File: src/rtl/flash_bus_arbiter.sv
// flash_bus_arbiter
// Shares one flash controller bus slave between the instruction-fetch port (m0)
// and the load/store port (m1). One access is in flight at a time. Each access
// runs issue -> wait for s_stall to rise -> wait for s_stall to fall -> ack.
// If s_stall never rises within START_TO cycles, the access is aborted with err.
// Build option: define FLASH_ARB_RR_EN for round-robin arbitration.
// Without it, m1 has fixed priority over m0.
module flash_bus_arbiter #(
  parameter int ADDR_W   = 32,
  parameter int DATA_W   = 32,
  parameter int START_TO = 15
) (
  input  logic                clk,
  input  logic                rst,
  input  logic                m0_req,
  input  logic                m0_we,
  input  logic [ADDR_W-1:0]   m0_addr,
  input  logic [DATA_W-1:0]   m0_wdata,
  input  logic [DATA_W/8-1:0] m0_mask,
  output logic                m0_ack,
  output logic                m0_err,
  output logic [DATA_W-1:0]   m0_rdata,
  input  logic                m1_req,
  input  logic                m1_we,
  input  logic [ADDR_W-1:0]   m1_addr,
  input  logic [DATA_W-1:0]   m1_wdata,
  input  logic [DATA_W/8-1:0] m1_mask,
  output logic                m1_ack,
  output logic                m1_err,
  output logic [DATA_W-1:0]   m1_rdata,
  output logic                s_read,
  output logic                s_write,
  output logic [ADDR_W-1:0]   s_address,
  output logic [DATA_W-1:0]   s_data_w,
  output logic [DATA_W/8-1:0] s_mask,
  input  logic [DATA_W-1:0]   s_data_r,
  input  logic                s_stall
);

  localparam int MASK_W = DATA_W / 8;
  localparam int CNT_W  = $clog2(START_TO + 1);
  // Last WAIT_BUSY cycle index before the start timeout fires (counter starts at 0).
  localparam logic [CNT_W-1:0] CNT_LAST = CNT_W'(START_TO - 1);

  typedef enum logic [1:0] {
    ST_IDLE      = 2'd0,
    ST_ISSUE     = 2'd1,
    ST_WAIT_BUSY = 2'd2,
    ST_WAIT_DONE = 2'd3
  } state_t;

  state_t              state_r, state_s;
  logic                sel_m1_s;
  logic                win_we_s;
  logic [ADDR_W-1:0]   win_addr_s;
  logic [DATA_W-1:0]   win_wdata_s;
  logic [MASK_W-1:0]   win_mask_s;
  logic                latch_s, rd_stb_s, wr_stb_s, ack_s, err_s, cap_s, cnt_clr_s, cnt_inc_s;

  logic                owner_r;
  logic                we_r;
  logic [ADDR_W-1:0]   addr_r;
  logic [DATA_W-1:0]   wdata_r;
  logic [MASK_W-1:0]   mask_r;
  logic [CNT_W-1:0]    cnt_r;
  logic                s_read_r, s_write_r;
  logic                m0_ack_r, m1_ack_r, m0_err_r, m1_err_r;
  logic [DATA_W-1:0]   m0_rdata_r, m1_rdata_r;

`ifdef FLASH_ARB_RR_EN
  logic grant_r;  // 1 = m1 was granted last

  // Round-robin pick: on contention the master not granted last wins.
  always_comb begin
    sel_m1_s = 1'b0;
    if (m0_req && m1_req) begin
      sel_m1_s = ~grant_r;
    end else begin
      sel_m1_s = m1_req;
    end
  end

  // Remember the last granted master, updated on every IDLE->ISSUE.
  always_ff @(posedge clk or posedge rst) begin
    if (rst) begin
      grant_r <= 1'b0;
    end else if (latch_s) begin
      grant_r <= sel_m1_s;
    end else begin
      grant_r <= grant_r;
    end
  end
`else
  // Fixed priority pick: the data port beats instruction fetch.
  always_comb begin
    sel_m1_s = 1'b0;
    if (m1_req) begin
      sel_m1_s = 1'b1;
    end else begin
      sel_m1_s = 1'b0;
    end
  end
`endif

  // Route the winner's request fields towards the latch.
  always_comb begin
    win_we_s    = m0_we;
    win_addr_s  = m0_addr;
    win_wdata_s = m0_wdata;
    win_mask_s  = m0_mask;
    if (sel_m1_s) begin
      win_we_s    = m1_we;
      win_addr_s  = m1_addr;
      win_wdata_s = m1_wdata;
      win_mask_s  = m1_mask;
    end else begin
      win_we_s    = m0_we;
      win_addr_s  = m0_addr;
      win_wdata_s = m0_wdata;
      win_mask_s  = m0_mask;
    end
  end

  // Access sequencer state register.
  always_ff @(posedge clk or posedge rst) begin
    if (rst) begin
      state_r <= ST_IDLE;
    end else begin
      state_r <= state_s;
    end
  end

  // Next-state and next-value decode for strobes, acks, counter and capture.
  always_comb begin
    state_s   = state_r;
    latch_s   = 1'b0;
    rd_stb_s  = s_read_r;
    wr_stb_s  = s_write_r;
    ack_s     = 1'b0;
    err_s     = 1'b0;
    cap_s     = 1'b0;
    cnt_clr_s = 1'b0;
    cnt_inc_s = 1'b0;
    case (state_r)
      ST_IDLE: begin
        if (m0_req || m1_req) begin
          state_s  = ST_ISSUE;
          latch_s  = 1'b1;
          rd_stb_s = ~win_we_s;
          wr_stb_s = win_we_s;
        end else begin
          rd_stb_s = 1'b0;
          wr_stb_s = 1'b0;
        end
      end
      ST_ISSUE: begin
        state_s   = ST_WAIT_BUSY;
        cnt_clr_s = 1'b1;
      end
      ST_WAIT_BUSY: begin
        if (s_stall) begin
          state_s  = ST_WAIT_DONE;
          rd_stb_s = 1'b0;
          wr_stb_s = 1'b0;
        end else if (cnt_r == CNT_LAST) begin
          // Slave never acknowledged the strobe: abort with error.
          state_s  = ST_IDLE;
          rd_stb_s = 1'b0;
          wr_stb_s = 1'b0;
          ack_s    = 1'b1;
          err_s    = 1'b1;
        end else begin
          cnt_inc_s = 1'b1;
        end
      end
      ST_WAIT_DONE: begin
        if (!s_stall) begin
          state_s = ST_IDLE;
          ack_s   = 1'b1;
          cap_s   = ~we_r;
        end else begin
          state_s = ST_WAIT_DONE;
        end
      end
      default: begin
        state_s  = ST_IDLE;
        rd_stb_s = 1'b0;
        wr_stb_s = 1'b0;
      end
    endcase
  end

  // Latch the granted request so later master-side changes are ignored.
  always_ff @(posedge clk or posedge rst) begin
    if (rst) begin
      owner_r <= 1'b0;
      we_r    <= 1'b0;
      addr_r  <= {ADDR_W{1'b0}};
      wdata_r <= {DATA_W{1'b0}};
      mask_r  <= {MASK_W{1'b0}};
    end else if (latch_s) begin
      owner_r <= sel_m1_s;
      we_r    <= win_we_s;
      addr_r  <= win_addr_s;
      wdata_r <= win_wdata_s;
      mask_r  <= win_mask_s;
    end else begin
      owner_r <= owner_r;
      we_r    <= we_r;
      addr_r  <= addr_r;
      wdata_r <= wdata_r;
      mask_r  <= mask_r;
    end
  end

  // Start-timeout counter, cleared on entry to WAIT_BUSY.
  always_ff @(posedge clk or posedge rst) begin
    if (rst) begin
      cnt_r <= {CNT_W{1'b0}};
    end else if (cnt_clr_s) begin
      cnt_r <= {CNT_W{1'b0}};
    end else if (cnt_inc_s) begin
      cnt_r <= cnt_r + CNT_W'(1);
    end else begin
      cnt_r <= cnt_r;
    end
  end

  // Registered slave strobes and per-master ack/err pulses (only the owner sees them).
  always_ff @(posedge clk or posedge rst) begin
    if (rst) begin
      s_read_r  <= 1'b0;
      s_write_r <= 1'b0;
      m0_ack_r  <= 1'b0;
      m1_ack_r  <= 1'b0;
      m0_err_r  <= 1'b0;
      m1_err_r  <= 1'b0;
    end else begin
      s_read_r  <= rd_stb_s;
      s_write_r <= wr_stb_s;
      m0_ack_r  <= ack_s & ~owner_r;
      m1_ack_r  <= ack_s & owner_r;
      m0_err_r  <= err_s & ~owner_r;
      m1_err_r  <= err_s & owner_r;
    end
  end

  // Read data capture; each master's copy holds until its next successful read.
  always_ff @(posedge clk or posedge rst) begin
    if (rst) begin
      m0_rdata_r <= {DATA_W{1'b0}};
      m1_rdata_r <= {DATA_W{1'b0}};
    end else if (cap_s) begin
      m0_rdata_r <= owner_r ? m0_rdata_r : s_data_r;
      m1_rdata_r <= owner_r ? s_data_r : m1_rdata_r;
    end else begin
      m0_rdata_r <= m0_rdata_r;
      m1_rdata_r <= m1_rdata_r;
    end
  end

  assign s_read    = s_read_r;
  assign s_write   = s_write_r;
  assign s_address = addr_r;
  assign s_data_w  = wdata_r;
  assign s_mask    = mask_r;
  assign m0_ack    = m0_ack_r;
  assign m1_ack    = m1_ack_r;
  assign m0_err    = m0_err_r;
  assign m1_err    = m1_err_r;
  assign m0_rdata  = m0_rdata_r;
  assign m1_rdata  = m1_rdata_r;

endmodule

File: config.mk
export PLATFORM = sky130hd
export DESIGN_NAME = flash_bus_arbiter
export DESIGN_NICKNAME = d
export VERILOG_FILES = /design/src/rtl/flash_bus_arbiter.sv
export SDC_FILE = /design/constraint.sdc
export NUM_CORES = 1
export LEC_CHECK = 0
export BUFFER_PORTS_ARGS = -buffer_cell sky130_fd_sc_hd__buf_4
export CORE_MARGIN = 1.5
export CORE_UTILIZATION = 47
export DETAILED_ROUTE_END_ITERATION = 10
export PLACE_DENSITY = 0.89
export SLEW_MARGIN = 10
export SYNTH_ARGS = -nofsm -noshare
export SYNTH_HDL_FRONTEND = slang
export SYNTH_SLANG_ARGS = --single-unit
File: constraint.sdc
create_clock -name clk -period 5.8 [get_ports clk]
set_input_delay 1.16 -clock clk [delete_from_list [all_inputs] [get_ports clk]]
set_output_delay 1.16 -clock clk [all_outputs]
set_load 0.05 [all_outputs]
==> results of run 1 <==
==> sequential cells by signal, summed over array words and instances (netlist names) <==
register and cells:
s_data_w 32, s_mask 4, m1_ack 1, s_write 1, owner_r 1, s_address 32
m1_rdata 32, state_r 2, m0_ack 1, cnt_r 4, m1_err 1, we_r 1
m0_err 1, s_read 1, m0_rdata 32
==> synth_stat cells <==
master,number
mux2_2,163
dfrtp_1,146
mux2_4,30
buf_2,13
mux2_1,7
buf_6,6
nand2_1,5
nand3_1,4
a21o_1,3
buf_12,3
inv_1,3
o21ai_0,3
a21oi_1,2
a22o_1,2
ha_1,2
mux2i_1,2
nand2b_1,2
nor2_1,2
nor2b_1,2
nor3_1,2
a21boi_0,1
a311oi_1,1
and2_4,1
and3_1,1
and4bb_4,1
buf_8,1
nand2_2,1
nand3b_1,1
nor2_2,1
nor3b_1,1
o211ai_1,1
o21a_2,1
o311ai_1,1
o31ai_1,1
or3b_1,1
==> worst max-delay path, stage by stage <==
cell	delay, ns
buf_4	0.65
o21a_2	0.85
buf_4	0.52
mux2_2	0.40
==> per-stage QoR <==
| stage | hold slack (ns) | util [%] | setup WS [ns] |
|---|---|---|---|
| 2_1_floorplan | 0.442 | - | 0.717 |
| 3_3_place_gp | 0.458 | 66.6 | 2.15 |
| 3_5_place_dp | 0.476 | 66.6 | 2.00 |
| 4_1_cts | 0.490 | 71.0 | 2.46 |
| 5_1_grt | 0.506 | 71.0 | 2.30 |
| 6_report | 0.486 | 71.0 | 2.48 |
==> metal layers <==
| metal | global-route usage, % | up-vias | share of wire [%] |
|---|---|---|---|
| li1 | - | 2120 | - |
| met1 | 27.0 | 2289 | 37 |
| met2 | 43.8 | 157 | 55 |
| met3 | 5.45 | 32 | 5.2 |
| met4 | 8.53 | 0 | 2.6 |
| met5 | 0 | - | 0 |
==> area by class of cell <==
cell class | instances | area [µm²]
Multi-Input combinational cell | 245 | 2670
Sequential cell | 146 | 3650
Fill cell | 892 | 3880
Clock buffer | 21 | 470
Clock inverter | 9 | 130
Inverter | 3 | 16.3
Timing Repair Buffer | 314 | 2360
Tap cell | 176 | 220
==> cell usage in the layout (no fill, tap or decap), types with 3 or more instances in the layout <==
| cell type | count |
|---|---|
| a21o_1 | 3 |
| buf_4 | 314 |
| bufinv_16 | 3 |
| clkbuf_16 | 17 |
| clkbuf_8 | 3 |
| clkinv_2 | 3 |
| dfrtp_1 | 146 |
| mux2_1 | 7 |
| mux2_2 | 163 |
| mux2_4 | 30 |
| nand2_1 | 5 |
| nand3_1 | 4 |
| o21ai_0 | 3 |
==> worst min-delay path by stage <==
stage / depth (start not counted) / startpoint / end
after global placement: 1 / we_r / we_r
final: 1 / s_data_w[14] / s_data_w[14]
after global routing: 1 / s_data_w[14] / s_data_w[14]
after detailed placement: 1 / s_data_w[14] / s_data_w[14]
after floorplan: 1 / we_r / we_r
after CTS: 1 / s_data_w[14] / s_data_w[14]
==> power by group <==
group / internal, mW / leakage, nW / switching (mW)
Combinational: 1.27 / 2.55 / 2.30
Clock: 0.706 / 0.295 / 0.399
Sequential: 1.52 / 1.76 / 0.299
Total: 3.49 / 4.61 / 3.00
==> logic make-up after synthesis <==
logic type / count (synthesis) / synth area share, %
AND/OR/NAND/NOR: 25 / 2.28
buffers and inverters: 26 / 3.35
flip-flops: 146 / 55.8
multiplexers: 202 / 36.4
AO/OA/AOI/OAI: 16 / 1.74
adder cells (fa/ha/maj): 2 / 0.382
==> summary.md, run 1 <==
| Metric | Value |
|---|---|
| Status | `completed` |
| P per Cell Area | `roughly 680 mW/mm²` |
| Final hold viol count | `0` |
| Yosys top cell area share | `between 50% and 60%` |
| WP data required | `just over 6 ns` |
| Setup crit start | `m1_req` |
| Max H-tree Level | `4` |
| Pin count of the biggest net entering global routing | `between 100 and 150` |
| Post-Syn Area | `approximately 0.0065 mm²` |
| Grt ovf | `0` |
| Yosys warns | `0` |
| Std-Cell Rows | `between 40 and 50` |
| Maximum vdd ir drop | `around 370 µV` |
| Synth cell types | `35` |
| DP Cell Count | `between 800 and 900` |
| N_diodes | `0` |
| Internal reg-to-reg setup slack | `3.30 ns` |
| Worst r2r path cells | `4` |
| CTS tree | `built` |
| Share of cells above drive strength 1 | `73.4%` |
| #FFs+latches synth | `~150` |
| Max Cap Viol | `0` |
| DPL Wire Length | `approximately 13 mm` |
| Worst setup endpoint | `s_address[14]` |
| Clock-pin slew on the worst setup and hold paths | `around 0.06 ns` |
| Ports | `~310` |
| Maximum clock insertion buffer count | `2` |
| Setup TNS | `0 ns` |
| Finish-stage setup viols | `0` |
| Total core area | `roughly 0.013 mm²` |
| Clock root buffer | `clkbuf_16` |
| Design area | `0.00952 mm²` |
| Clock buffer count from CTS | `17` |
| Worst Setup Path Type | `input port to flip-flop` |
| Initial Util | `just under 50%` |
| Number of global-route vias before repair | `5035` |
| Detailed-route via count | `approximately 4600` |
| Area of placed instances | `0.00892 mm²` |
| # resized after CTS | `0` |
| CP Launch Type | `input port` |
| Part of the cycle the worst path needs | `~57%` |
| Top cells by area, synth | `dfrtp_1 (56%), mux2_2 (28%), mux2_4 (6.9%)` |
| Global-route wire length before repair | `approximately 27 mm` |
| RR Startpoint | `state_r[0]` |
| DRC | `0` |
| CP endpoint kind | `flip-flop` |
| Antenna Nets Post-Route | `0` |
| Layout area overhead | `45.5%` |
| DR WL/cell | `about 19 µm` |
| Period minus WS final | `3.32 ns` |
| Mean Syn Cell Area | `around 16 µm²` |
| Seq/Total Area, Yosys | `between 50% and 60%` |
| Pwr Total | `roughly 6.5 mW` |
| GPL Wtd Cong | `a little under 0.9` |
| P_leak | `4.61 nW` |
| FF-to-FF End | `s_address[14]` |
| Slew Viols, Final | `0` |
| Area of the die | `0.0146 mm²` |
| I/O Buffers | `between 300 and 400` |
| Post-layout nets | `between 900 and 1000` |
| Syn Inst Count | `roughly 420` |
| Tot GR Track Use | `about a quarter` |
| Hold-fix buffers, CTS | `0` |
| Initial antenna violation count | `0` |
| Iter 0 DRT Violations | `roughly 170` |
| Slew HR | `33.4%` |
| Worst-skew pair later-pin latency | `approximately 0.4 ns` |
| Slew @ Worst Pin | `roughly 1 ns` |
| Die X | `around 120 µm` |
| DR vias/cell | `5.03` |
| Height of the die | `between 100 and 150 µm` |
| Post-CTS Setup Repair Bufs | `0` |
| Clk_skew | `0.00658 ns` |
| Non-filler cells, final | `around 910` |
| Num Clock Sinks | `146` |
| Area leader, netlist | `dfrtp_1` |
| Final WL | `~17 mm` |
| Detailed Routing Iterations Pass 1 | `4` |
| Crit path arrival time | `roughly 3.6 ns` |
| CP Max Fanout | `between 70 and 80` |
| Max Fclk | `0.301 GHz` |
| Hold Crit Class | `flip-flop to flip-flop` |
| Synth Net Count | `~600` |
| Unrepaired setup endpoints after global routing | `false` |
Note: power is estimated with default switching activity, not from simulation.
==> run 2, diff against run 1 <==
CORE_UTILIZATION = 42   (was 47)
PLACE_DENSITY = 0.85   (was 0.89)
clock period = 2.7 ns   (was 5.8 ns; I/O delays follow)
==> summary.md, run 2 (same netlist as run 1, synthesis figures left out) <==
| Metric | Value |
|---|---|
| Status | `completed` |
| CP Depth | `4` |
| P_leak | `4.62 nW` |
| Std-Cell Rows | `45` |
| Max H-tree Level | `4` |
| Max Cap Viol | `0` |
| CTS tree | `built` |
| I/O Buffers | `~310` |
| Initial Util | `between 40% and 50%` |
| Worst-path cell chain | `nor2_2 -> o21a_2 -> buf_12 -> mux2_2` |
| Detailed Routing Iterations Pass 1 | `4` |
| Unrepaired setup endpoints after global routing | `false` |
| Post-layout nets | `~900` |
| WP data required | `2.99 ns` |
| Worst Setup Path Type | `flip-flop to flip-flop` |
| Setup TNS | `0 ns` |
| Pin count of the biggest net entering global routing | `89` |
| Critical path's largest stage delay | `roughly 0.46 ns` |
| Post-CTS Setup Repair Bufs | `0` |
| Area of the die | `approximately 0.016 mm²` |
| Worst-skew pair later-pin latency | `approximately 0.42 ns` |
| CP bufs+invs | `1` |
| Die X | `~130 µm` |
| DPL Wire Length | `12.4 mm` |
| Clk_skew | `~0.013 ns` |
| Initial antenna violation count | `0` |
| Finish-stage setup viols | `0` |
| DP Cell Count | `roughly 900` |
| CP Max Fanout | `63` |
| Hold Crit Class | `input port to async pin` |
| CP endpoint kind | `flip-flop` |
| Grt ovf | `0` |
| DRC | `0` |
| Antenna Nets Post-Route | `0` |
| Height of the die | `128 µm` |
| Maximum vdd ir drop | `616 µV` |
| CP Launch Type | `flip-flop` |
| Clock-pin slew on the worst setup and hold paths | `about 0.060 ns` |
| Worst r2r path cells | `4` |
| Layout area overhead | `46.6%` |
| CP delay by family, top | `flip-flops` |
| Maximum clock insertion buffer count | `2` |
| DR WL/cell | `around 18 µm` |
| Global-route wire length before repair | `roughly 26 mm` |
| Hold-fix buffers, CTS | `0` |
| Non-filler cells, final | `just over 900` |
| Tot GR Track Use | `roughly a fifth` |
| Most frequent cells in the layout | `buf_4 (312), mux2_2 (163), dfrtp_1 (146)` |
| Total core area | `0.0152 mm²` |
| Period minus WS final | `slightly below 2 ns` |
| Final WL | `approximately 16 mm` |
| P per Cell Area | `1450 mW/mm²` |
| Max Fclk | `just over 0.5 GHz` |
| Crit path arrival time | `roughly 2.2 ns` |
| Slowest cell on crit path | `dfrtp_1` |
| # resized after CTS | `0` |
| Part of the cycle the worst path needs | `72.0%` |
| DR vias/cell | `~5.0` |
| Detailed-route via count | `about 4700` |
| Number of global-route vias before repair | `roughly 5000` |
| Final hold viol count | `0` |
| Iter 0 DRT Violations | `193` |
| Slew HR | `a little under half` |
| Ports | `roughly 310` |
| Internal reg-to-reg setup slack | `approximately 0.76 ns` |
| Slew Viols, Final | `0` |
| Num Clock Sinks | `around 150` |
| Most common cell after layout, fill and taps aside | `buf_4` |
| Share of cells above drive strength 1 | `73.6%` |
| Pwr Total | `about 14 mW` |
| Clock buffer count from CTS | `17` |
| Clock root buffer | `clkbuf_16` |
| N_diodes | `0` |
| GPL Wtd Cong | `roughly 0.8` |
| Slew @ Worst Pin | `between 0.8 and 0.9 ns` |
[run 2: changes by cell type in the layout (fill, tap and decap cells not counted)]
cell	delta
buf_12	+4
buf_4	-2
bufinv_16	-1
clkbuf_8	-2
clkinv_2	-2
clkinv_4	+3
clkinvlp_4	+3
inv_8	+1
[run 2: final cells by class]
cell class,instances,area (µm²)
Clock buffer,19,443
Clock inverter,13,151
Tap cell,188,235
Timing Repair Buffer,316,2420
Multi-Input combinational cell,245,2670
Inverter,3,15.0
Fill cell,1160,5610
Sequential cell,146,3650
[run 2: final timing paths]
check | start | endpoint
min in group clk | s_data_r[12] | m0_rdata[12]
min | rst | s_data_w[29]
max | state_r[0] | s_address[7]
min reg2reg | s_data_w[12] | s_data_w[12]
max in group asynchronous | rst | m1_rdata[2]
max reg2reg | state_r[0] | s_address[7]
[run 2: layer usage]
metal	routed length (µm)	global-route usage (%)	vias to the layer above
li1	-	-	2118
met1	5920	21.8	2321
met2	9250	38.7	189
met3	972	5.09	22
met4	308	7.27	0
met5	0	0	-
[run 2: tightest hold or removal path, stage by stage]
cell        delay, ns
buf_4            0.12
clkinvlp_4       0.10
buf_12           0.29
[run 2: power by group]
group          switching [mW]  internal (mW)  total (mW)
sequential              0.638           3.26        3.90
combinational            4.91           2.74        7.65
clock                   0.927           1.40        2.33
[run 2: per-stage QoR]
step	setup WS (ns)	util, %	cell area, µm²	hold WS, ns
6_report	0.756	63.1	9590	0.249
5_1_grt	0.634	63.1	9590	0.277
4_1_cts	0.762	63.1	9590	0.253
3_5_place_dp	0.625	59.2	9000	0.475
3_3_place_gp	0.674	59.2	9000	0.467
2_1_floorplan	0.327	-	6550	0.442
